`src/rtl/note_voice_allocator_pkg.sv`:
```
// rtl/note_voice_allocator_pkg.sv - shared widths and note request type for the voice allocator
package note_voice_allocator_pkg;

    localparam int NOTE_W = 6;
    localparam int DUR_W  = 6;
    localparam int META_W = 3;

    typedef logic [NOTE_W-1:0] note_t;
    typedef logic [DUR_W-1:0]  dur_t;
    typedef logic [META_W-1:0] meta_t;

    typedef struct packed {
        note_t note;
        meta_t meta;
        dur_t  dur;
    } note_req_t;

endpackage

```
`src/rtl/note_voice_allocator_note_voice.sv`:
```
// rtl/note_voice_allocator_note_voice.sv - one voice slot: holds a note and counts its duration down in beats
module note_voice
    import note_voice_allocator_pkg::*;
(
    input  logic      clk_i,
    input  logic      rst_n_i,
    input  logic      flush_i,
    input  logic      load_i,
    input  logic      tick_i,
    input  note_req_t req_i,
    output logic      active_o,
    output note_t     note_o,
    output meta_t     meta_o,
    output dur_t      remaining_o,
    output logic      expiring_o
);

    logic  active_q, active_d;
    note_t note_q, note_d;
    meta_t meta_q, meta_d;
    dur_t  rem_q, rem_d;

    assign expiring_o = active_q & tick_i & (rem_q == dur_t'(1));

    // A load wins over expiry so a slot can hand over to a new note in one edge
    always_comb begin
        active_d = active_q;
        note_d   = note_q;
        meta_d   = meta_q;
        rem_d    = rem_q;
        if (flush_i) begin
            active_d = 1'b0;
            note_d   = '0;
            meta_d   = '0;
            rem_d    = '0;
        end else if (load_i) begin
            active_d = 1'b1;
            note_d   = req_i.note;
            meta_d   = req_i.meta;
            rem_d    = req_i.dur;
        end else if (expiring_o) begin
            active_d = 1'b0;
            note_d   = '0;
            meta_d   = '0;
            rem_d    = '0;
        end else if (active_q && tick_i) begin
            rem_d = rem_q - dur_t'(1);
        end
    end

    always_ff @(posedge clk_i or negedge rst_n_i) begin
        if (!rst_n_i) begin
            active_q <= 1'b0;
            note_q   <= '0;
            meta_q   <= '0;
            rem_q    <= '0;
        end else begin
            active_q <= active_d;
            note_q   <= note_d;
            meta_q   <= meta_d;
            rem_q    <= rem_d;
        end
    end

    assign active_o    = active_q;
    assign note_o      = note_q;
    assign meta_o      = meta_q;
    assign remaining_o = rem_q;

endmodule

```
`src/rtl/note_voice_allocator.sv`:
```
// rtl/note_voice_allocator.sv - assigns incoming notes to voice slots, stealing the shortest-remaining voice when full
module note_voice_allocator
    import note_voice_allocator_pkg::*;
#(
    parameter int NUM_VOICES = 4
) (
    input  logic                         clk_i,
    input  logic                         rst_n_i,
    input  logic                         flush_i,
    input  logic                         play_i,
    input  logic                         beat_i,
    input  logic                         new_note_i,
    input  logic [NOTE_W-1:0]            note_i,
    input  logic [DUR_W-1:0]             duration_i,
    input  logic [META_W-1:0]            metadata_i,
    output logic [NUM_VOICES-1:0]        voice_active_o,
    output logic [NOTE_W*NUM_VOICES-1:0] voice_notes_o,
    output logic [META_W*NUM_VOICES-1:0] voice_meta_o,
    output logic                         note_done_o,
    output logic                         dropped_o
);

    localparam int IDX_W = (NUM_VOICES > 1) ? $clog2(NUM_VOICES) : 1;

    logic                  tick;
    logic                  req_ok;
    logic                  req_valid;
    note_req_t             req;
    logic [NUM_VOICES-1:0] active;
    logic [NUM_VOICES-1:0] expiring;
    logic [NUM_VOICES-1:0] free;
    logic [NUM_VOICES-1:0] load;
    dur_t                  remaining [NUM_VOICES];

    logic                  free_hit;
    logic [IDX_W-1:0]      free_idx;
    logic [IDX_W-1:0]      steal_idx;
    dur_t                  steal_rem;
    logic [IDX_W-1:0]      sel_idx;

    logic note_done_q, note_done_d;
    logic dropped_q, dropped_d;

    assign tick      = play_i & beat_i;
    assign req_ok    = (note_i != '0) && (duration_i != '0);
    assign req_valid = new_note_i & ~flush_i & req_ok;
    assign req       = '{note: note_i, meta: metadata_i, dur: duration_i};
    assign free      = ~active | expiring;

    for (genvar gi = 0; gi < NUM_VOICES; gi++) begin : g_voice
        note_voice u_voice (
            .clk_i       (clk_i),
            .rst_n_i     (rst_n_i),
            .flush_i     (flush_i),
            .load_i      (load[gi]),
            .tick_i      (tick),
            .req_i       (req),
            .active_o    (active[gi]),
            .note_o      (voice_notes_o[gi*NOTE_W +: NOTE_W]),
            .meta_o      (voice_meta_o[gi*META_W +: META_W]),
            .remaining_o (remaining[gi]),
            .expiring_o  (expiring[gi])
        );
    end

    // Stealing only happens when every slot is active, so all remaining values are live
    always_comb begin
        free_hit  = 1'b0;
        free_idx  = '0;
        for (int i = NUM_VOICES - 1; i >= 0; i--) begin
            if (free[i]) begin
                free_hit = 1'b1;
                free_idx = IDX_W'(i);
            end
        end
        steal_idx = '0;
        steal_rem = remaining[0];
        for (int i = 1; i < NUM_VOICES; i++) begin
            if (remaining[i] < steal_rem) begin
                steal_rem = remaining[i];
                steal_idx = IDX_W'(i);
            end
        end
        sel_idx = free_hit ? free_idx : steal_idx;
        load    = '0;
        for (int i = 0; i < NUM_VOICES; i++) begin
            load[i] = req_valid && (sel_idx == IDX_W'(i));
        end
    end

    assign note_done_d = (|expiring) & ~flush_i;
    assign dropped_d   = new_note_i & ~flush_i & ~req_ok;

    always_ff @(posedge clk_i or negedge rst_n_i) begin
        if (!rst_n_i) begin
            note_done_q <= 1'b0;
            dropped_q   <= 1'b0;
        end else begin
            note_done_q <= note_done_d;
            dropped_q   <= dropped_d;
        end
    end

    assign voice_active_o = active;
    assign note_done_o    = note_done_q;
    assign dropped_o      = dropped_q;

endmodule

```
`config.mk`:
```
export PLATFORM = sky130hd
export DESIGN_NAME = note_voice_allocator
export DESIGN_NICKNAME = d
export VERILOG_FILES = /design/src/rtl/note_voice_allocator_pkg.sv /design/src/rtl/note_voice_allocator_note_voice.sv /design/src/rtl/note_voice_allocator.sv
export SDC_FILE = /design/constraint.sdc
export NUM_CORES = 1
export LEC_CHECK = 0
export ABC_CLOCK_PERIOD_IN_PS = 9350
export CORE_ASPECT_RATIO = 1.75
export CORE_MARGIN = 2
export CORE_UTILIZATION = 39
export CTS_BUF_LIST = sky130_fd_sc_hd__clkbuf_8
export DETAILED_ROUTE_END_ITERATION = 8
export GPL_ROUTABILITY_DRIVEN = 0
export GPL_TIMING_DRIVEN = 0
export HOLD_SLACK_MARGIN = 0.1
export MAX_ROUTING_LAYER = met4
export PLACE_DENSITY = 0.71
export SLEW_MARGIN = 40
export SYNTH_ARGS = -nofsm -noshare
export SYNTH_HDL_FRONTEND = slang
export SYNTH_SLANG_ARGS = --single-unit
```
`constraint.sdc`:
```
create_clock -name clk_i -period 9.35 [get_ports clk_i]
set_input_delay 1.87 -clock clk_i [delete_from_list [all_inputs] [get_ports clk_i]]
set_output_delay 1.87 -clock clk_i [all_outputs]
set_load 0.005 [all_outputs]
```
==> report_table.html <==
<table>
<tr><th>Metric</th><th>Value</th></tr>
<tr><th colspan="2">Status</th></tr>
<tr><td>Result of the run</td><td>finished, final reports clean</td></tr>
<tr><th colspan="2">Place</th></tr>
<tr><td>Port bufs</td><td>62</td></tr>
<tr><td>Placed wire-length estimate</td><td>9.23 mm</td></tr>
<tr><td>Placed Area</td><td>0.00487 sq mm</td></tr>
<tr><td>Post-Place Worst Slack</td><td>3.60 ns</td></tr>
<tr><th colspan="2">Synth</th></tr>
<tr><td>Post-synthesis instance area</td><td>0.00407 sq mm</td></tr>
<tr><td>Cell types occupying the most area after synthesis</td><td>dfrtp_1 41%, ha_1 7.1%, nand2_1 5.5%, nand3_1 4.9%, o21ai_0 4.8%</td></tr>
<tr><td>Synthesized netlist cell count</td><td>between 400 and 500</td></tr>
<tr><td>Number of synthesized register bits</td><td>66</td></tr>
<tr><td>Number of enable-type register cells in the synthesized netlist</td><td>0</td></tr>
<tr><td>Leading register cell type out of synthesis</td><td>dfrtp_1</td></tr>
<tr><td>Post-synthesis sequential area ratio</td><td>40.6%</td></tr>
<tr><td>Cell type with the largest total area after synthesis</td><td>dfrtp_1</td></tr>
<tr><td>Number of distinct standard cells referenced by the synthesized netlist</td><td>58</td></tr>
<tr><td>Mapped Nets</td><td>502</td></tr>
<tr><td>Ys async rst share</td><td>100%</td></tr>
<tr><td>Total number of yosys warnings</td><td>0</td></tr>
<tr><td>Synthesized area per cell</td><td>8.89 sq um</td></tr>
<tr><td>Portion of synthesized cell area occupied by the leading cell type</td><td>between 40% and 50%</td></tr>
<tr><th colspan="2">Clock tree</th></tr>
<tr><td>Worst-Skew Late Latency</td><td>0.35 ns</td></tr>
<tr><td>Clock transition time at the flip-flop clock pins of the worst setup and hold paths</td><td>0.07 ns</td></tr>
<tr><td>H-tree Lvls</td><td>3</td></tr>
<tr><td>Max Buffers Root-to-Sink</td><td>2</td></tr>
<tr><td>CTS resizes</td><td>0</td></tr>
<tr><td>Hold bufs inserted after CTS</td><td>0</td></tr>
<tr><td>CTS Sinks</td><td>66</td></tr>
<tr><td>TritonCTS clock tree</td><td>built</td></tr>
<tr><td>Buffer cell driving the clock tree root</td><td>clkbuf_8</td></tr>
<tr><td>Number of setup buffers added after CTS</td><td>0</td></tr>
<tr><td>TritonCTS Buffers</td><td>9</td></tr>
<tr><th colspan="2">Detailed routing</th></tr>
<tr><td>Vias</td><td>3793</td></tr>
<tr><td>Count of unresolved DRC violations after routing</td><td>0</td></tr>
<tr><td>Routed WL per cell</td><td>18.2 microns</td></tr>
<tr><td>Ratio of routed vias to standard cells</td><td>5.71</td></tr>
<tr><td>Final wirelength</td><td>12.1 mm</td></tr>
<tr><td>DRT antenna net count</td><td>0</td></tr>
<tr><td>Total length of routed met3 wires</td><td>between 300 and 400 microns</td></tr>
<tr><td>First drt pass iteration count</td><td>5</td></tr>
<tr><td>Met1 wire length</td><td>4.63 mm</td></tr>
<tr><td>Wire length on met2</td><td>6.60 mm</td></tr>
<tr><td>Highest signal layer in the routed design</td><td>met4</td></tr>
<tr><td>Drt initial violations</td><td>278</td></tr>
<tr><th colspan="2">GRT</th></tr>
<tr><td>Maximum number of pins on one net before global-route repair</td><td>44</td></tr>
<tr><td>Number of global-route vias before repair</td><td>between 3000 and 4000</td></tr>
<tr><td>First-pass GRT wire length</td><td>roughly 19 mm</td></tr>
<tr><td>Overflow after GRT</td><td>0</td></tr>
<tr><td>GRT Total Usage</td><td>23.1%</td></tr>
<tr><td>Number of antenna violations at the first check in global routing</td><td>0</td></tr>
<tr><th colspan="2">Worst setup path</th></tr>
<tr><td>CP max FO</td><td>10</td></tr>
<tr><td>Startpoint Class</td><td>register</td></tr>
<tr><td>Data arrival time at the worst-slack endpoint</td><td>6.17 ns</td></tr>
<tr><td>Critical path capture point type</td><td>register</td></tr>
<tr><td>Classification of the worst setup path</td><td>reg2reg</td></tr>
<tr><td>Critical path data required time</td><td>9.59 ns</td></tr>
<tr><th colspan="2">Worst hold path</th></tr>
<tr><td>Min-delay worst type</td><td>reg2reg</td></tr>
<tr><th colspan="2">Timing</th></tr>
<tr><td>Transition time at the pin with the least slew margin</td><td>0.608 ns</td></tr>
<tr><td>Fin. Hold Viols</td><td>0</td></tr>
<tr><td>Maximum clock frequency</td><td>roughly 170 MHz</td></tr>
<tr><td>RSZ-0062 raised after global routing</td><td>false</td></tr>
<tr><td>Post-Route Hold Slack</td><td>0.506 ns</td></tr>
<tr><td>Period utilisation layout</td><td>between 60% and 70%</td></tr>
<tr><td>Final worst-path setup slack</td><td>3.42 ns</td></tr>
<tr><td>Final Max Slew Viols</td><td>0</td></tr>
<tr><td>Worst-case headroom to the max-slew limit</td><td>59.5%</td></tr>
<tr><td>Final setup violation count</td><td>0</td></tr>
<tr><td>Final critical path time including I/O delays and setup</td><td>5.93 ns</td></tr>
<tr><td>Total Negative Setup Slacks</td><td>0 ns</td></tr>
<tr><td>Clock skew</td><td>0.00928 ns</td></tr>
<tr><th colspan="2">Die</th></tr>
<tr><td>Die area</td><td>between 0.01 and 0.015 sq mm</td></tr>
<tr><td>Die Span X</td><td>approximately 81 microns</td></tr>
<tr><td>Placeable core region</td><td>around 0.010 sq mm</td></tr>
<tr><td>I/O Pins</td><td>63</td></tr>
<tr><td>Initial cell density of the core</td><td>39.8%</td></tr>
<tr><td>Die Span Y</td><td>139 microns</td></tr>
<tr><td># rows</td><td>between 40 and 50</td></tr>
<tr><th colspan="2">Power</th></tr>
<tr><td>P_leak</td><td>between 2 and 2.5 nW</td></tr>
<tr><td>Total power divided by cell area</td><td>154 mW/mm^2</td></tr>
<tr><td>Post-layout total power</td><td>approximately 790 uW</td></tr>
<tr><td>IR drop worst, VDD</td><td>101 uV</td></tr>
<tr><th colspan="2">Run</th></tr>
<tr><td>Max-cap violation count</td><td>0</td></tr>
<tr><th colspan="2">Final layout</th></tr>
<tr><td>Area overhead of the layout relative to synthesis</td><td>25.1%</td></tr>
<tr><td>Antenna diode instance count</td><td>0</td></tr>
<tr><td>Share of cells above drive strength 1</td><td>10.6%</td></tr>
<tr><td>Post-route design area</td><td>~0.0051 sq mm</td></tr>
<tr><td>Net count of the finished layout</td><td>between 500 and 600</td></tr>
</table>
## worst max-delay path, stage by stage (launching register included)
cell and delay, ns:
dfrtp_1 0.48, inv_1 0.08, ha_1 0.34, nand2_1 0.07
o21ai_0 0.31, o21bai_2 0.34, mux2i_1 0.39, ha_1 0.22
a21oi_1 0.06, o21ai_0 0.44, nor3_1 0.15, a21oi_1 0.54
o21ai_0 0.21, ha_1 0.34, a21oi_1 0.10, o211ai_1 0.35
o31ai_1 0.16, a211o_4 0.39, o41ai_4 0.44, buf_4 0.25
nand2_1 0.07, o31ai_1 0.09
## worst paths after layout
kind | slack, ns | from | to | cells past startpoint
min in group asynchronous | 1.41 | rst_n_i | g_voice[2].u_voice.remaining_o[5] | 1
worst max register to register | 3.42 | g_voice[0].u_voice.remaining_o[4] | g_voice[0].u_voice.remaining_o[2] | 21
worst max-delay path | 3.42 | g_voice[0].u_voice.remaining_o[4] | g_voice[0].u_voice.remaining_o[2] | 21
max in group asynchronous | 7.39 | rst_n_i | g_voice[0].u_voice.remaining_o[1] | 2
worst min register to register | 0.51 | g_voice[3].u_voice.meta_o[1] | g_voice[3].u_voice.meta_o[1] | 2
worst min-delay path | 0.51 | g_voice[3].u_voice.meta_o[1] | g_voice[3].u_voice.meta_o[1] | 2
## report_power, final
part | internal, mW | switching [mW]
Combinational | 0.0835 | 0.125
Sequential | 0.297 | 0.0133
Clock | 0.150 | 0.117
## cell usage after synthesis, types with 6 or more instances
cell       n
inv_1     25
o31ai_1   10
dfrtp_1   66
nor3_1    14
nor2_1    29
ha_1      23
nand4_1    7
o211ai_1   6
mux2i_1   10
clkbuf_1  13
a21oi_1   22
nand3_1   40
o21ai_2    9
nand2_1   60
nor4_1     6
o21ai_0   39
buf_4      8
## cell families after synthesis
kind of cell	synth area share, %
adders and majority gates	7.07
AOI/OAI and AO/OA	21.0
buffers and inverters	6.15
muxes	2.74
DFF	40.6
xor gates and xnor gates	1.29
and+or+nand+nor	21.2
## registers in the layout, indices dropped and copies added, names as in the netlist
| signal | flops |
|---|---|
| g_voice.u_voice.meta_o | 12 |
| g_voice.u_voice.note_o | 24 |
| dropped_o | 1 |
| g_voice.u_voice.active_o | 4 |
| g_voice.u_voice.remaining_o | 24 |
| note_done_o | 1 |
## routing by layer
layer / up-vias / global-route usage, %
met1: 1859 / 25.5
met4: 0 / 12.0
li1: 1778 / -
met3: 37 / 3.39
met5: - / -
met2: 119 / 39.1
## layout by cell type, fill, tap and decap left out, types with 2 or more instances in the layout
master and instances:
dfrtp_1 66, clkdlybuf4s50_1 61, nand2_1 60, nand3_1 40, o21ai_0 39, nor2_1 29
inv_1 26, ha_1 23, a21oi_1 22, nor3_1 14, clkbuf_1 13, mux2i_1 10
o31ai_1 10, o21ai_2 9, buf_4 9, clkbuf_8 9, nand4_1 7, o211ai_1 6
nor4_1 6, nand2b_1 5, and3_1 5, xnor2_1 4, o31ai_2 4, a21o_1 3
a211oi_1 3, or3_1 3, o21ai_1 3, a211oi_2 3, o21bai_1 2, and2_1 2
buf_2 2, buf_6 2, nor2b_1 2, xor2_1 2, bufinv_16 2
## final cells by class
class                      count  area, sq um
buffer                        26          156
clock buffer                   9          124
clock inverter                 7         93.8
fill                         960         5150
inverter                      25         93.8
multi-input combinational    341         2170
sequential                    66         1650
tap                          127          159
timing repair buffer          63          638
## through the flow
stage               utilization, %  cells
finish                        49.7    664
global route                  49.7    664
CTS                           49.7    664
detailed placement            47.5    648
global placement              47.4    647
floorplan                        -    458
No activity file was read; power rests on OpenSTA's default activity.
